## src/rtl/ysyx_24100005_lsu_pkg.sv

```systemverilog
// Shared definitions for the LSU: RV32 load/store funct3 codes, FSM states, legality check.
package ysyx_24100005_lsu_pkg;

  localparam logic [2:0] F3_LB  = 3'b000;
  localparam logic [2:0] F3_LH  = 3'b001;
  localparam logic [2:0] F3_LW  = 3'b010;
  localparam logic [2:0] F3_LBU = 3'b100;
  localparam logic [2:0] F3_LHU = 3'b101;

  localparam logic [2:0] F3_SB  = 3'b000;
  localparam logic [2:0] F3_SH  = 3'b001;
  localparam logic [2:0] F3_SW  = 3'b010;

  localparam int unsigned CNT_W = 8;

  typedef enum logic [1:0] {
    ST_IDLE = 2'd0,
    ST_REQ  = 2'd1,
    ST_RESP = 2'd2
  } lsu_state_e;

  // A memory op is legal when exactly one of ren/wen is set, funct3 is known and the address is aligned.
  function automatic logic op_legal(input logic ren, input logic wen,
                                    input logic [2:0] funct3, input logic [1:0] off);
    logic ok;
    ok = 1'b0;
    if (ren && !wen) begin
      case (funct3)
        F3_LB, F3_LBU: ok = 1'b1;
        F3_LH, F3_LHU: ok = ~off[0];
        F3_LW:         ok = (off == 2'b00);
        default:       ok = 1'b0;
      endcase
    end else if (wen && !ren) begin
      case (funct3)
        F3_SB:   ok = 1'b1;
        F3_SH:   ok = ~off[0];
        F3_SW:   ok = (off == 2'b00);
        default: ok = 1'b0;
      endcase
    end
    return ok;
  endfunction

endpackage

```

## src/rtl/ysyx_24100005_lsu_align.sv

```systemverilog
// Byte-lane alignment: store mask/shift and load extract with sign/zero extension (combinational).
module ysyx_24100005_lsu_align
  import ysyx_24100005_lsu_pkg::*;
#(
  parameter int unsigned DATA_W = 32
) (
  input  logic [2:0]        st_funct3,
  input  logic [1:0]        st_off,
  input  logic [DATA_W-1:0] st_data,
  output logic [3:0]        st_wmask,
  output logic [DATA_W-1:0] st_wdata,
  input  logic [2:0]        ld_funct3,
  input  logic [1:0]        ld_off,
  input  logic [DATA_W-1:0] ld_word,
  output logic [DATA_W-1:0] ld_data
);

  logic [DATA_W-1:0] ld_shift;
  logic [7:0]        ld_byte;
  logic [15:0]       ld_half;

  // Store byte-lane strobe from access size and offset
  always_comb begin
    st_wmask = 4'b0000;
    case (st_funct3)
      F3_SB:   st_wmask = 4'b0001 << st_off;
      F3_SH:   st_wmask = 4'b0011 << st_off;
      F3_SW:   st_wmask = 4'b1111;
      default: st_wmask = 4'b0000;
    endcase
  end

  assign st_wdata = st_data << {st_off, 3'b000};

  assign ld_shift = ld_word >> {ld_off, 3'b000};
  assign ld_byte  = ld_shift[7:0];
  assign ld_half  = ld_shift[15:0];

  // Load extraction and extension
  always_comb begin
    ld_data = '0;
    case (ld_funct3)
      F3_LB:   ld_data = {{(DATA_W-8){ld_byte[7]}}, ld_byte};
      F3_LH:   ld_data = {{(DATA_W-16){ld_half[15]}}, ld_half};
      F3_LW:   ld_data = ld_shift;
      F3_LBU:  ld_data = {{(DATA_W-8){1'b0}}, ld_byte};
      F3_LHU:  ld_data = {{(DATA_W-16){1'b0}}, ld_half};
      default: ld_data = '0;
    endcase
  end

endmodule

```

## src/rtl/ysyx_24100005_lsu.sv

```systemverilog
// Load/store unit: single-outstanding memory port with request/ack, results via valid/ready.
// Optional ack timeout enabled by defining YSYX_LSU_TIMEOUT_EN.
module ysyx_24100005_lsu
  import ysyx_24100005_lsu_pkg::*;
#(
  parameter int unsigned ADDR_W      = 32,
  parameter int unsigned DATA_W      = 32,
  parameter int unsigned TIMEOUT_CYC = 255
) (
  input  logic              clk,
  input  logic              rst,
  input  logic              in_valid,
  output logic              in_ready,
  input  logic              in_ren,
  input  logic              in_wen,
  input  logic [ADDR_W-1:0] in_addr,
  input  logic [DATA_W-1:0] in_wdata,
  input  logic [2:0]        in_funct3,
  output logic              out_valid,
  input  logic              out_ready,
  output logic [DATA_W-1:0] out_rdata,
  output logic              out_err,
  output logic              mem_req,
  output logic              mem_we,
  output logic [ADDR_W-1:0] mem_addr,
  output logic [DATA_W-1:0] mem_wdata,
  output logic [3:0]        mem_wmask,
  input  logic              mem_ack,
  input  logic [DATA_W-1:0] mem_rdata
);

  lsu_state_e        state, state_n;
  logic              op_ren, op_ren_n;
  logic [2:0]        op_funct3, op_funct3_n;
  logic [1:0]        op_off, op_off_n;
  logic              out_valid_n, out_err_n;
  logic [DATA_W-1:0] out_rdata_n;
  logic              mem_req_n, mem_we_n;
  logic [ADDR_W-1:0] mem_addr_n;
  logic [DATA_W-1:0] mem_wdata_n;
  logic [3:0]        mem_wmask_n;

  logic              legal;
  logic [3:0]        st_wmask;
  logic [DATA_W-1:0] st_wdata;
  logic [DATA_W-1:0] ld_data;

`ifdef YSYX_LSU_TIMEOUT_EN
  logic [CNT_W-1:0]  cnt, cnt_n;
  logic              timeout_hit;
  assign timeout_hit = (cnt == CNT_W'(TIMEOUT_CYC - 1));
`else
  logic              unused_timeout;
  assign unused_timeout = ^TIMEOUT_CYC;
`endif

  assign in_ready = (state == ST_IDLE) & ~rst;
  assign legal    = op_legal(in_ren, in_wen, in_funct3, in_addr[1:0]);

  ysyx_24100005_lsu_align #(.DATA_W(DATA_W)) u_align (
    .st_funct3 (in_funct3),
    .st_off    (in_addr[1:0]),
    .st_data   (in_wdata),
    .st_wmask  (st_wmask),
    .st_wdata  (st_wdata),
    .ld_funct3 (op_funct3),
    .ld_off    (op_off),
    .ld_word   (mem_rdata),
    .ld_data   (ld_data)
  );

  // Next-state and next-output logic
  always_comb begin
    state_n     = state;
    op_ren_n    = op_ren;
    op_funct3_n = op_funct3;
    op_off_n    = op_off;
    out_valid_n = out_valid;
    out_err_n   = out_err;
    out_rdata_n = out_rdata;
    mem_req_n   = mem_req;
    mem_we_n    = mem_we;
    mem_addr_n  = mem_addr;
    mem_wdata_n = mem_wdata;
    mem_wmask_n = mem_wmask;
`ifdef YSYX_LSU_TIMEOUT_EN
    cnt_n       = cnt;
`endif
    case (state)
      ST_IDLE: begin
        if (in_valid && in_ready) begin
          op_ren_n    = in_ren;
          op_funct3_n = in_funct3;
          op_off_n    = in_addr[1:0];
          if (legal) begin
            state_n     = ST_REQ;
            mem_req_n   = 1'b1;
            mem_we_n    = in_wen;
            mem_addr_n  = {in_addr[ADDR_W-1:2], 2'b00};
            mem_wdata_n = st_wdata;
            mem_wmask_n = in_wen ? st_wmask : 4'b0000;
`ifdef YSYX_LSU_TIMEOUT_EN
            cnt_n       = '0;
`endif
          end else begin
            // No-op (neither strobe) completes cleanly; anything else here is an error
            state_n     = ST_RESP;
            out_err_n   = in_ren | in_wen;
            out_rdata_n = '0;
          end
        end
      end
      ST_REQ: begin
        if (mem_ack) begin
          state_n     = ST_RESP;
          mem_req_n   = 1'b0;
          out_err_n   = 1'b0;
          out_rdata_n = op_ren ? ld_data : '0;
        end
`ifdef YSYX_LSU_TIMEOUT_EN
        else if (timeout_hit) begin
          state_n     = ST_RESP;
          mem_req_n   = 1'b0;
          out_err_n   = 1'b1;
          out_rdata_n = '0;
        end else begin
          cnt_n = cnt + CNT_W'(1);
        end
`endif
      end
      ST_RESP: begin
        if (!out_valid) begin
          out_valid_n = 1'b1;
        end else if (out_ready) begin
          out_valid_n = 1'b0;
          state_n     = ST_IDLE;
        end
      end
      default: state_n = ST_IDLE;
    endcase
  end

  // State and registered outputs
  always_ff @(posedge clk or posedge rst) begin
    if (rst) begin
      state     <= ST_IDLE;
      op_ren    <= 1'b0;
      op_funct3 <= 3'b000;
      op_off    <= 2'b00;
      out_valid <= 1'b0;
      out_err   <= 1'b0;
      out_rdata <= '0;
      mem_req   <= 1'b0;
      mem_we    <= 1'b0;
      mem_addr  <= '0;
      mem_wdata <= '0;
      mem_wmask <= 4'b0000;
`ifdef YSYX_LSU_TIMEOUT_EN
      cnt       <= '0;
`endif
    end else begin
      state     <= state_n;
      op_ren    <= op_ren_n;
      op_funct3 <= op_funct3_n;
      op_off    <= op_off_n;
      out_valid <= out_valid_n;
      out_err   <= out_err_n;
      out_rdata <= out_rdata_n;
      mem_req   <= mem_req_n;
      mem_we    <= mem_we_n;
      mem_addr  <= mem_addr_n;
      mem_wdata <= mem_wdata_n;
      mem_wmask <= mem_wmask_n;
`ifdef YSYX_LSU_TIMEOUT_EN
      cnt       <= cnt_n;
`endif
    end
  end

endmodule

```

## config.mk

```make
export PLATFORM = sky130hd
export DESIGN_NAME = ysyx_24100005_lsu
export DESIGN_NICKNAME = d
export VERILOG_FILES = /design/src/rtl/ysyx_24100005_lsu_pkg.sv /design/src/rtl/ysyx_24100005_lsu_align.sv /design/src/rtl/ysyx_24100005_lsu.sv
export SDC_FILE = /design/constraint.sdc
export NUM_CORES = 1
export LEC_CHECK = 0
export BUFFER_PORTS_ARGS = -buffer_cell sky130_fd_sc_hd__buf_2
export CAP_MARGIN = 20
export CORE_MARGIN = 2
export CORE_UTILIZATION = 50
export DETAILED_ROUTE_END_ITERATION = 8
export PLACE_DENSITY = 0.81
export SYNTH_ARGS = -nofsm -noshare
export SYNTH_HDL_FRONTEND = slang
export SYNTH_SLANG_ARGS = --single-unit
export TNS_END_PERCENT = 50
```

## constraint.sdc

```tcl
create_clock -name clk -period 4.6 [get_ports clk]
set_clock_uncertainty 0.1 [all_clocks]
set_input_delay 0.92 -clock clk [delete_from_list [all_inputs] [get_ports clk]]
set_output_delay 0.92 -clock clk [all_outputs]
set_load 0.01 [all_outputs]
```

# After elaboration in Yosys (flattened, before gate mapping)
# Cells that the tools add are included.
totals:
  register_bits: 110
  inputBits: 106
  output_inout_bits: 105
  wordCells: 80
classes:
  eq_ne: 16
  n_shift: 4
  n_mux: 27
  n_bitwise: 4
  n_reduce_logical: 17
op_table:
  columns: ["operator", "count"]
  rows:
  - ["32-bit one-hot mux with 5 select lines", 1]
  - ["32-bit 2-to-1 mux", 4]
  - ["32-bit one-hot mux with 2 select lines", 1]
  - ["32-bit by 5-bit left shift with 32-bit output", 1]
  - ["32-bit by 5-bit right shift with 32-bit output", 1]
  - ["3-bit == test, second input constant", 4]
  - ["4-bit one-hot mux with 3 select lines", 1]
  - ["4-bit AND reduction", 3]
  - ["2-bit 2-to-1 mux", 5]
  - ["2-bit inequality test, second input constant", 5]
  - ["1-bit 2-to-1 mux", 9]
  - ["3-bit by 1-bit == test with 1-bit output, second input constant", 2]
  - ["3-bit by 2-bit == test with 1-bit output, second input constant", 2]
  - ["3-bit logical NOT", 2]
  - ["1-bit one-hot mux with 3 select lines", 2]
  - ["2-bit one-hot mux with 3 select lines", 1]
  - ["2-bit logical NOT", 2]
  - ["4-bit 2-to-1 mux", 1]
  - ["1-bit one-hot mux with 2 select lines", 2]
  - ["2-bit OR reduction", 2]
  - ["1-bit by 2-bit left shift with 4-bit output, first input constant", 1]
  - ["2-bit by 2-bit left shift with 4-bit output, first input constant", 1]
  - ["1-bit logical AND", 3]
  - ["3-bit AND reduction", 1]
  - ["other kinds (9)", 11]

# Longest topological paths before layout
# Gate-level depths: netlist (run 1).
logic_depth:
  word_depth: 7
  mapped_depth: 8

# Hierarchy
# Synthesis (run 1) repeated with hierarchy kept, for this count alone.
hier_totals:
  cells_unflattened: 546
  hier_area_um2: 6249.7
by_module_without_submodules:
  columns: ["module", "instances", "cells_each", "area_per_inst_um2", "seq_area_each_um2"]
  rows:
  - ["ysyx_24100005_lsu", 1, 336, 4748.3, 2752.6]
  - ["ysyx_24100005_lsu_align", 1, 210, 1501.4, 0.0]

# Worst setup path after synthesis (run 1)
# Ideal clock, no wire load.
synth_timing:
  path_kind: "input-to-reg"
  start: "in rst"
  end: "reg out_err"
  setup_ps: 125
  arrival_time_ps: 2346
  required_ps: 4375
  slack_ps: 2029
  cell_stages: 7
  path_cell_list: "nor3_1 -> and2_1 -> buf_2 -> a22o_1 -> buf_2 -> buf_6 -> mux2_4"
synth_via:
  elab_chain_cells: 5
synth_lines:
  columns: ["item", "line", "text"]
  rows:
  - ["start, declared", "ysyx_24100005_lsu.sv:11", "input logic rst,"]
  - ["1-bit NOT", "ysyx_24100005_lsu.sv:57", "assign in_ready = (state == ST_IDLE) & ~rst;"]
  - ["1-bit AND", "ysyx_24100005_lsu.sv:57", null]
  - ["1-bit logical AND", "ysyx_24100005_lsu.sv:91", "if (in_valid && in_ready) begin"]
  - ["2-bit by 1-bit inequality test with 1-bit output (no source line)", null, null]
  - ["4-bit AND reduction (no source line)", null, null]
  - ["end signal, assigned", "ysyx_24100005_lsu.sv:167", "out_err <= out_err_n;"]
  - ["end, declared", "ysyx_24100005_lsu.sv:22", "output logic out_err,"]
# Every way passes these cells.
# A chain may end at the register's enable or synchronous reset.

# Worst setup path in the final report (run 1)
layout_timing:
  start: "in in_addr[1]"
  end: "reg out_rdata[5]"
layout_via:
  elab_chain_cells: 6
layout_lines:
  columns: ["item", "line", "text"]
  rows:
  - ["start, declared", "ysyx_24100005_lsu.sv:16", "input logic [ADDR_W-1:0] in_addr,"]
  - ["2-bit logical NOT *", "ysyx_24100005_lsu_pkg.sv:31, ysyx_24100005_lsu_pkg.sv:38", null]
  - ["1-bit one-hot mux with 3 select lines", "ysyx_24100005_lsu_pkg.sv:35", "case (funct3)"]
  - ["1-bit 2-to-1 mux", "ysyx_24100005_lsu_pkg.sv:34", "end else if (wen && !ren) begin"]
  - ["1-bit 2-to-1 mux *", "ysyx_24100005_lsu_pkg.sv:27", "if (ren && !wen) begin"]
  - ["2-bit inequality test (no source line) *", null, null]
  - ["4-bit AND reduction (no source line) *", null, null]
  - ["end signal, assigned", "ysyx_24100005_lsu.sv:168", "out_rdata <= out_rdata_n;"]
  - ["end, declared", "ysyx_24100005_lsu.sv:21", "output logic [DATA_W-1:0] out_rdata,"]
# Every way passes the cells marked *; elsewhere a longest branch is shown, timed or not.

==> results of run 1 <==
==> tightest hold or removal path, cell delays in order (launching register included) <==
cell	delay (ns)
dfrtp_1	0.35
nand2_1	0.05
o31ai_1	0.05
==> stage by stage <==
step | util, % | hold slack, ns | setup WS (ns) | instance area [um2] | std cells
final | 63.1 | 0.382 | 1.54 | 6840 | 829
after global routing | 63.1 | 0.416 | 1.40 | 6840 | 829
after CTS | 63.1 | 0.390 | 1.53 | 6840 | 829
after detailed placement | 61.4 | 0.367 | 1.16 | 6660 | 813
after global placement | 61.4 | 0.359 | 1.26 | 6660 | 813
after floorplan | - | 0.400 | 0.678 | 5580 | 497
==> synthesized netlist by cell type, types with 2 or more instances <==
master	n	area, um2
a211oi_1	15	113
a21o_1	7	52.6
a21oi_1	35	175
and2_1	8	50.1
buf_1	2	7.51
buf_2	13	65.1
buf_4	4	30.0
buf_6	4	45.0
clkbuf_1	12	45.0
dfrtp_1	110	2750
inv_1	15	56.3
inv_2	2	7.51
mux2_1	2	22.5
mux2_2	55	619
mux2_4	20	300
mux2i_1	42	420
nand2_1	41	154
nand2b_1	3	18.8
nor2_1	30	113
nor2b_1	10	62.6
nor3_1	3	15.0
o21ai_0	31	155
o31ai_1	10	75.1
==> cell families after synthesis <==
logic type | share of synthesized area [%]
compound gates | 12.7
other cells | 0.0673
simple gates | 8.71
mux | 24.4
flops | 49.4
buf+inv | 4.69
==> power by group <==
part | total [uW] | internal (uW) | switching, uW
Clock | 559 | 249 | 310
Sequential | 1400 | 1220 | 182
Combinational | 1090 | 523 | 570
Total | 3050 | 1990 | 1060
==> state kept, by name, indices dropped and copies added, names as in the netlist <==
register	cells
mem_wdata	32
op_ren	1
mem_wmask	4
state	2
out_valid	1
out_rdata	32
out_err	1
op_funct3	3
mem_we	1
mem_addr	30
op_off	2
mem_req	1
==> final cells by class <==
class	count	area, um2	share of cell area [%]
tap	140	175	2.56
inverter	17	66.3	0.970
clock inverter	5	50.0	0.732
multi-input combinational	334	2580	37.7
timing repair buffer	212	1080	15.8
clock buffer	11	131	1.92
sequential	110	2750	40.3
==> routing by layer <==
layer,up-vias,part of all wire [%]
met5,-,0
met4,0,1.5
met3,17,8.7
met2,201,48
met1,2140,41
li1,2108,-
==> placed cells by master, fill, tap and decap left out, types with 14 or more instances in the layout <==
cell / synthesis / layout
a211oi_1: 15 / 15
mux2i_1: 42 / 42
o21ai_0: 31 / 31
inv_1: 15 / 14
mux2_2: 55 / 55
buf_2: 13 / 208
dfrtp_1: 110 / 110
nand2_1: 41 / 41
a21oi_1: 35 / 35
mux2_4: 20 / 20
nor2_1: 30 / 30
==> final timing paths <==
path | startpoint | to | slack (ns)
min | mem_wdata[8] | mem_wdata[8] | 0.38
max | in_addr[1] | out_rdata[5] | 1.54
max reg2reg | op_off[0] | out_rdata[28] | 1.83
max in group asynchronous | rst | mem_addr[11] | 2.72
min reg2reg | mem_wdata[8] | mem_wdata[8] | 0.38
min in group asynchronous | rst | out_valid | 0.65
==> flow_metrics.py, run 1 <==
metrics = {
    "clocking": {
        "clk_path_buf_depth": 2,
        "clock_latency_ns": 0.36,
        "cts_made_buffers": 9,
        "cts_root_buf": "clkbuf_8",
        "cts_resized": 0,
        "post_cts_buffers": 0,
        "cts_tree": "built",
        "htreeDepth": 3,
        "path_clk_slew_ns": 0.10,
        "cts_sinks": 110,
        "cts_hold_buf": 0,
    },
    "timing": {
        "fin_crit_sh_pct": 66.5,
        "setup_viol": 0,
        "slew_violations": 0,
        "rsz0062_at_grt": "false",
        "max-slew-margin-rel_pct": 30.0,
        "hold_violations": 0,
        "min_period_ns": 3.06,
        "setup-tns-final_ns": 0,
        "tightestPinTransition_ns": 1.05,
        "fmax_mhz": 327,
    },
    "drt": {
        "antenna_left": 0,
        "wl_per_cell_um": 16.2,
        "dr_total_vias": 4466,
        "drtPass1Iterations": 4,
        "drt_iter0_drc": 205,
        "drc_errors": 0,
        "routed_via_density": 5.39,
        "wirelength_mm": 13.5,
    },
    "cells_and_area": {
        "layout.nets": 790,
        "drive_above_1_share_pct": 45.9,
        "area_delta_synth_final_pct": 22.6,
        "n_fill_cell": 876,
        "num_antenna_cells": 0,
    },
    "critical_path": {
        "critPathRequiredTime_ns": 4.74,
        "arrival_ns": 3.20,
        "r2r_cells": 6,
        "critPathLaunchType": "input pin",
        "crit_type": "input pin to flip-flop",
        "crit_family": "compound AO/OA/AOI/OAI gates",
        "path_cells": "buf_2, nor4_1, o22ai_1, a22o_2, mux2_2",
        "worst_path_largest_cell_delay_ns": 0.87,
        "cp.depth": 5,
        "cpMaxStageDelayCell": "a22o_2",
        "critPathMaxFanout": 40,
        "critical_path_buf_inv_count": 1,
        "end_kind": "flip-flop",
    },
    "global_route": {
        "grt_overflow_total": 0,
        "grt_pass1_vias": 4345,
        "grt_max_degree": 98,
        "grt_pass1_wl_mm": 21.0,
        "antenna_found_initial": 0,
        "busiest_layer": "met2",
        "grt_use_met2_pct": 37.2,
        "met3_usage_pct": 5.93,
        "grt_use_met1_pct": 28.9,
        "groute.usage.overall_pct": 22.6,
    },
    "power": {
        "totalPowerFinal_uw": 3050,
        "powerDensity_nw_per_um2": 446,
        "p_leak_uw": 0.00359,
        "ir_drop_uv": 244,
    },
    "synthesis": {
        "yosys_warnings": 0,
        "seq_area_frac_synth_pct": 49.4,
        "syn_avg_cell_area_um2": 11.2,
        "async_flop_share_pct": 100,
        "synth_cell_types": 45,
        "synth_cells": 496,
        "syn_area_um2": 5580,
        "synthFlopType": "dfrtp_1",
        "synth-edff-count": 0,
        "synth-seq-cells": 110,
    },
    "floorplan": {
        "io_pins": 211,
        "rows": 38,
        "die_height_um": 110,
        "initial_core_util_pct": 51.4,
        "floorplan.core_area_um2": 10800,
        "dieArea_um2": 12000,
        "die_w_um": 110,
    },
    "placement": {
        "port_buffers": 208,
        "dp_hpwl_mm": 9.86,
        "gp_congestion": 0.852,
    },
    "worst_hold_path": {
        "whs_path_depth": 2,
        "min_path_type": "flip-flop to flip-flop",
    },
    "status": {
        "status": "complete, no violations",
    },
    "flow_run": {
        "maxCapViolations": 0,
    },
}
Note: power is estimated with default switching activity, not from simulation.
==> run 2: changes to the inputs <==
--- a/config.mk
+++ b/config.mk
@@ -5,6 +5,7 @@
 export SDC_FILE = /design/constraint.sdc
 export NUM_CORES = 1
 export LEC_CHECK = 0
+export ABC_AREA = 1
 export BUFFER_PORTS_ARGS = -buffer_cell sky130_fd_sc_hd__buf_2
 export CAP_MARGIN = 20
 export CORE_MARGIN = 2
==> constraint.sdc (replaced) <==
create_clock -name clk -period 2.86 [get_ports clk]
set_clock_uncertainty 0.1 [all_clocks]
set_input_delay 0.572 -clock clk [delete_from_list [all_inputs] [get_ports clk]]
set_output_delay 0.572 -clock clk [all_outputs]
set_load 0.01 [all_outputs]
==> flow_metrics.py, run 2 <==
metrics = {
    "power": {
        "ir_drop_uv": 466,
        "powerDensity_nw_per_um2": 800,
        "p_leak_uw": 0.00394,
    },
    "timing": {
        "worst_slack_ns": 0.429,
        "hold_violations": 0,
        "setup-tns-final_ns": 0,
        "rsz0062_at_grt": "false",
        "fin_crit_sh_pct": 85.0,
        "tightestPinTransition_ns": 0.868,
        "setup_viol": 0,
        "slew_violations": 0,
        "max-slew-margin-rel_pct": 42.1,
        "fmax_mhz": 411,
        "min_period_ns": 2.43,
    },
    "critical_path": {
        "critical_path_buf_inv_count": 1,
        "critPathRequiredTime_ns": 3.02,
        "crit_type": "flip-flop to flip-flop",
        "end_kind": "flip-flop",
        "crit_top_cell": "nand3_1",
        "critPathLaunchType": "flip-flop",
        "worst_path_largest_cell_delay_ns": 0.60,
        "arrival_ns": 2.59,
        "crit_family": "simple AND/OR/NAND/NOR gates",
        "path_cells": "buf_4, nand2_1, nand3_1, nand3_1, nand3_1, nand2_1, o21ai_0",
        "critPathMaxFanout": 24,
        "cpMaxStageDelayCell": "nand3_1",
    },
    "drt": {
        "drc_errors": 0,
        "wl_per_cell_um": 13.9,
        "routed_via_density": 5.13,
        "antenna_left": 0,
        "wirelength_mm": 15.2,
        "drtPass1Iterations": 5,
        "drt_iter0_drc": 399,
        "dr_total_vias": 5617,
    },
    "cells_and_area": {
        "layout_commonest_cell": "nand2_1",
        "mostFrequentLayoutCells": "351 x nand2_1, 208 x buf_2, 110 x dfrtp_1, 91 x o21ai_0, 64 x nand3_1",
        "reg_top3": "mem_wdata: 32 flops, out_rdata: 32 flops, mem_addr: 30 flops",
        "drive_above_1_share_pct": 26.1,
        "layout.nets": 1056,
        "num_antenna_cells": 0,
        "seqCellArea_um2": 2750,
        "multi_input_area_um2": 2480,
        "area_delta_synth_final_pct": 24.0,
        "n_fill_cell": 1005,
    },
    "placement": {
        "gp_congestion": 0.824,
        "port_buffers": 208,
        "dp_hpwl_mm": 11.0,
        "pre_cts_slack_ns": 0.466,
    },
    "clocking": {
        "clock_latency_ns": 0.34,
        "cts_tree": "built",
        "cts_made_buffers": 9,
        "cts_hold_buf": 0,
        "cts_resized": 0,
        "cts_sinks": 110,
        "htreeDepth": 3,
        "path_clk_slew_ns": 0.08,
        "cts_root_buf": "clkbuf_16",
        "clk_path_buf_depth": 2,
        "post_cts_buffers": 0,
    },
    "floorplan": {
        "die_height_um": 110,
        "dieArea_um2": 12200,
        "floorplan.core_area_um2": 10900,
        "io_pins": 211,
        "initial_core_util_pct": 51.7,
        "die_w_um": 110,
        "rows": 38,
    },
    "synthesis": {
        "synth_cell_types": 26,
        "synthTopCellsByArea": "dfrtp_1 49%, nand2_1 23%, o21ai_0 8.1%",
        "synth-seq-cells": 110,
        "yosysMostFrequentCell": "nand2_1",
        "syn_area_um2": 5650,
        "yosysTopAreaCell": "dfrtp_1",
        "yosys.area.top_type_share_pct": 48.7,
        "synthFlopType": "dfrtp_1",
        "synth.top_cells.by_count": "352 x nand2_1, 110 x dfrtp_1, 91 x o21ai_0",
        "yosys_warnings": 0,
        "async_flop_share_pct": 100,
        "seq_area_frac_synth_pct": 48.7,
        "synth_cells": 772,
        "synth-edff-count": 0,
        "syn_avg_cell_area_um2": 7.32,
    },
    "status": {
        "status": "complete, no violations",
    },
    "global_route": {
        "grt_pass1_vias": 4938,
        "antenna_found_initial": 1,
        "grt_max_degree": 88,
        "grt_pass1_wl_mm": 24.0,
        "grt_overflow_total": 0,
        "groute.usage.overall_pct": 25.3,
    },
    "flow_run": {
        "maxCapViolations": 0,
    },
    "worst_hold_path": {
        "min_path_type": "input pin to asynchronous set/reset pin",
    },
}
[run 2: worst paths after layout]
path / slack, ns / cells past startpoint / end / start
max: 0.43 / 7 / out_rdata[29] / op_off[0]
min: 0.29 / 3 / mem_addr[31] / rst
max reg2reg: 0.43 / 7 / out_rdata[29] / op_off[0]
min reg2reg: 0.38 / 2 / mem_addr[2] / mem_addr[2]
max in group asynchronous: 1.10 / 4 / mem_wdata[25] / rst
min in group clk: 0.32 / 3 / mem_addr[29] / in_addr[29]
[run 2: where the power goes]
part / internal, uW / total [uW] / switching (uW)
clock network: 694 / 1290 / 594
logic: 781 / 2080 / 1300
registers: 1960 / 2240 / 285
[run 2: final cells by class]
| class | instances | area share (%) |
|---|---|---|
| repair buffers | 219 | 16.6 |
| clock buffers | 9 | 3.21 |
| multi-input cells | 577 | 35.4 |
| inverters | 33 | 1.86 |
| clock inverters | 7 | 1.16 |
| flip-flops and latches | 110 | 39.3 |
| well taps | 140 | 2.50 |
[run 2: tightest hold or removal path: stages]
cell and delay, ns:
buf_2 0.12, clkinvlp_4 0.06, buf_4 0.43
[run 2: cells by family after synthesis]
family / synth area share [%]
other cells: 0.0664
simple gates: 32.4
flops: 48.7
compound gates: 11.2
buf+inv: 7.48
xor+xnor: 0.155
[run 2: metal layers]
| metal | vias to the layer above | global-route usage, % | share of wire, % |
|---|---|---|---|
| met5 | - | 0 | 0.072 |
| met3 | 20 | 4.59 | 7.4 |
| met2 | 204 | 41.2 | 48 |
| met1 | 2565 | 34.7 | 43 |
| li1 | 2826 | - | - |
| met4 | 2 | 7.32 | 1.6 |
[run 2: through the flow]
stage	utilization [%]	total power, uW	area [um2]	hold slack, ns	instances
floorplan	-	3600	5680	0.354	773
global placement	61.3	4280	6700	0.357	1079
detailed placement	61.3	4340	6700	0.360	1079
CTS	64.1	5640	7010	0.308	1095
global route	64.1	6030	7010	0.325	1095
finish	64.1	5610	7010	0.289	1095
==> run 3: changes to the inputs <==
==> constraint.sdc (replaced) <==
create_clock -name clk -period 2.4 [get_ports clk]
set_clock_uncertainty 0.1 [all_clocks]
set_input_delay 0.48 -clock clk [delete_from_list [all_inputs] [get_ports clk]]
set_output_delay 0.48 -clock clk [all_outputs]
set_load 0.01 [all_outputs]
==> flow_metrics.py, run 3 (same netlist as run 2, synthesis figures left out) <==
metrics = {
    "global_route": {
        "groute.usage.overall_pct": 25.7,
        "grt_pass1_wl_mm": 24.5,
        "grt_max_degree": 111,
        "antenna_found_initial": 0,
        "grt_pass1_vias": 5193,
        "grt_overflow_total": 0,
    },
    "timing": {
        "hold_violations": 0,
        "max-slew-margin-rel_pct": 60.4,
        "worst_slack_ns": 0.534,
        "rsz0062_at_grt": "false",
        "min_period_ns": 1.87,
        "tightestPinTransition_ns": 0.594,
        "fin_crit_sh_pct": 77.8,
        "slew_violations": 0,
        "setup_viol": 0,
        "fmax_mhz": 536,
    },
    "cells_and_area": {
        "layout.cells.non_filler": 1098,
        "area_delta_synth_final_pct": 24.6,
        "layout_commonest_cell": "nand2_1",
        "num_antenna_cells": 0,
        "fin_area_um2": 7040,
        "mostFrequentLayoutCells": "351 x nand2_1, 208 x buf_2, 110 x dfrtp_1, 91 x o21ai_0, 64 x nand3_1",
        "reg_top3": "mem_wdata: 32 flops, out_rdata: 32 flops, mem_addr: 30 flops",
        "drive_above_1_share_pct": 26.3,
        "fin_util_pct": 64.4,
        "layout.nets": 1059,
    },
    "floorplan": {
        "rows": 38,
        "io_pins": 211,
        "floorplan.core_area_um2": 10900,
        "initial_core_util_pct": 51.7,
        "die_w_um": 110,
        "die_height_um": 110,
        "dieArea_um2": 12200,
    },
    "clocking": {
        "cts_resized": 0,
        "cts_sinks": 110,
        "cts_made_buffers": 9,
        "cts_root_buf": "clkbuf_16",
        "post_cts_buffers": 0,
        "clock_latency_ns": 0.35,
        "path_clk_slew_ns": 0.08,
        "clk_path_buf_depth": 2,
        "htreeDepth": 3,
        "cts_hold_buf": 0,
        "cts_tree": "built",
    },
    "power": {
        "totalPowerFinal_uw": 6680,
        "ir_drop_uv": 485,
        "p_leak_uw": 0.00395,
        "powerDensity_nw_per_um2": 949,
    },
    "critical_path": {
        "reg2reg_to": "out_rdata[25]",
        "worst_path_largest_cell_delay_ns": 0.44,
        "arrival_ns": 1.29,
        "r2r_slack_ns": 0.57,
        "r2r_start": "op_off[0]",
        "r2r_cells": 6,
        "critPathLaunchType": "flip-flop",
        "path_cells": "nor3_1, buf_2",
        "critPathMaxFanout": 6,
        "end_kind": "output port",
        "cpMaxStageDelayCell": "dfrtp_1",
        "critPathRequiredTime_ns": 1.82,
        "crit_type": "flip-flop to output port",
    },
    "placement": {
        "gp_congestion": 0.846,
        "pre_cts_slack_ns": 0.444,
        "port_buffers": 208,
        "place_inst": 1082,
        "placed_area_um2": 6740,
        "dp_hpwl_mm": 11.0,
    },
    "drt": {
        "dr_total_vias": 5734,
        "drc_errors": 0,
        "m1WireLength_mm": 6.65,
        "wirelength_mm": 15.4,
        "met2WireLength_mm": 7.44,
        "drt_iter0_drc": 438,
        "antenna_left": 0,
        "wl_per_cell_um": 14.1,
        "drtPass1Iterations": 5,
        "routed_via_density": 5.22,
        "route.met3.wl_mm": 1.14,
        "top_layer": "met4",
    },
    "flow_run": {
        "maxCapViolations": 0,
    },
    "worst_hold_path": {
        "min_path_type": "input pin to asynchronous set/reset pin",
    },
    "status": {
        "status": "complete, no violations",
    },
}
## run 3: cell types whose count changed in the layout (fill, tap and decap cells not counted), sizes merged
cell      previous run  this run
buf                219       222
clkinv               2         4
bufinv               1         0
clkinvlp             3         2
## run 3: final cells by class
type	instances	area, um2
clock buffers	9	225
inverters	33	130
flip-flops and latches	110	2750
multi-input cells	577	2480
clock inverters	7	77.6
repair buffers	222	1200
well taps	140	175
fillers	1003	3890
## run 3: through the flow
step / hold slack [ns] / setup TNS, ns
2_1_floorplan: 0.354 / -93.16
3_3_place_gp: 0.357 / 0
3_5_place_dp: 0.360 / 0
4_1_cts: 0.215 / 0
5_1_grt: 0.224 / 0
6_report: 0.215 / 0
## run 3: metal layers
metal	GRT usage (%)	vias up
li1	-	2829
met3	4.47	20
met5	0	-
met1	35.7	2651
met4	7.05	0
met2	41.8	234
## run 3: report_power, final
group          switching [uW]  total [uW]  internal, uW
Clock                     746        1490           740
Sequential                326        2660          2330
Combinational            1580        2540           961
Total                    2650        6680          4030
## run 3: worst max-delay path, delay by kind of cell (launching register included)
kind                   cells  cell delay [ns]
buffers and inverters      1             0.20
and+or+nand+nor            1             0.30
DFF                        1             0.44
## run 3: worst max path at each step
stage	endpoint	depth (start not counted)	slack, ns	startpoint
5_1_grt	out_rdata[25]	6	0.38	op_off[0]
3_3_place_gp	mem_wdata[16]	10	0.50	in_funct3[2]
4_1_cts	in_ready	2	0.54	state[0]
3_5_place_dp	out_rdata[27]	8	0.44	in_addr[1]
6_report	in_ready	2	0.53	state[0]
2_1_floorplan	mem_wdata[31]	10	-0.93	rst
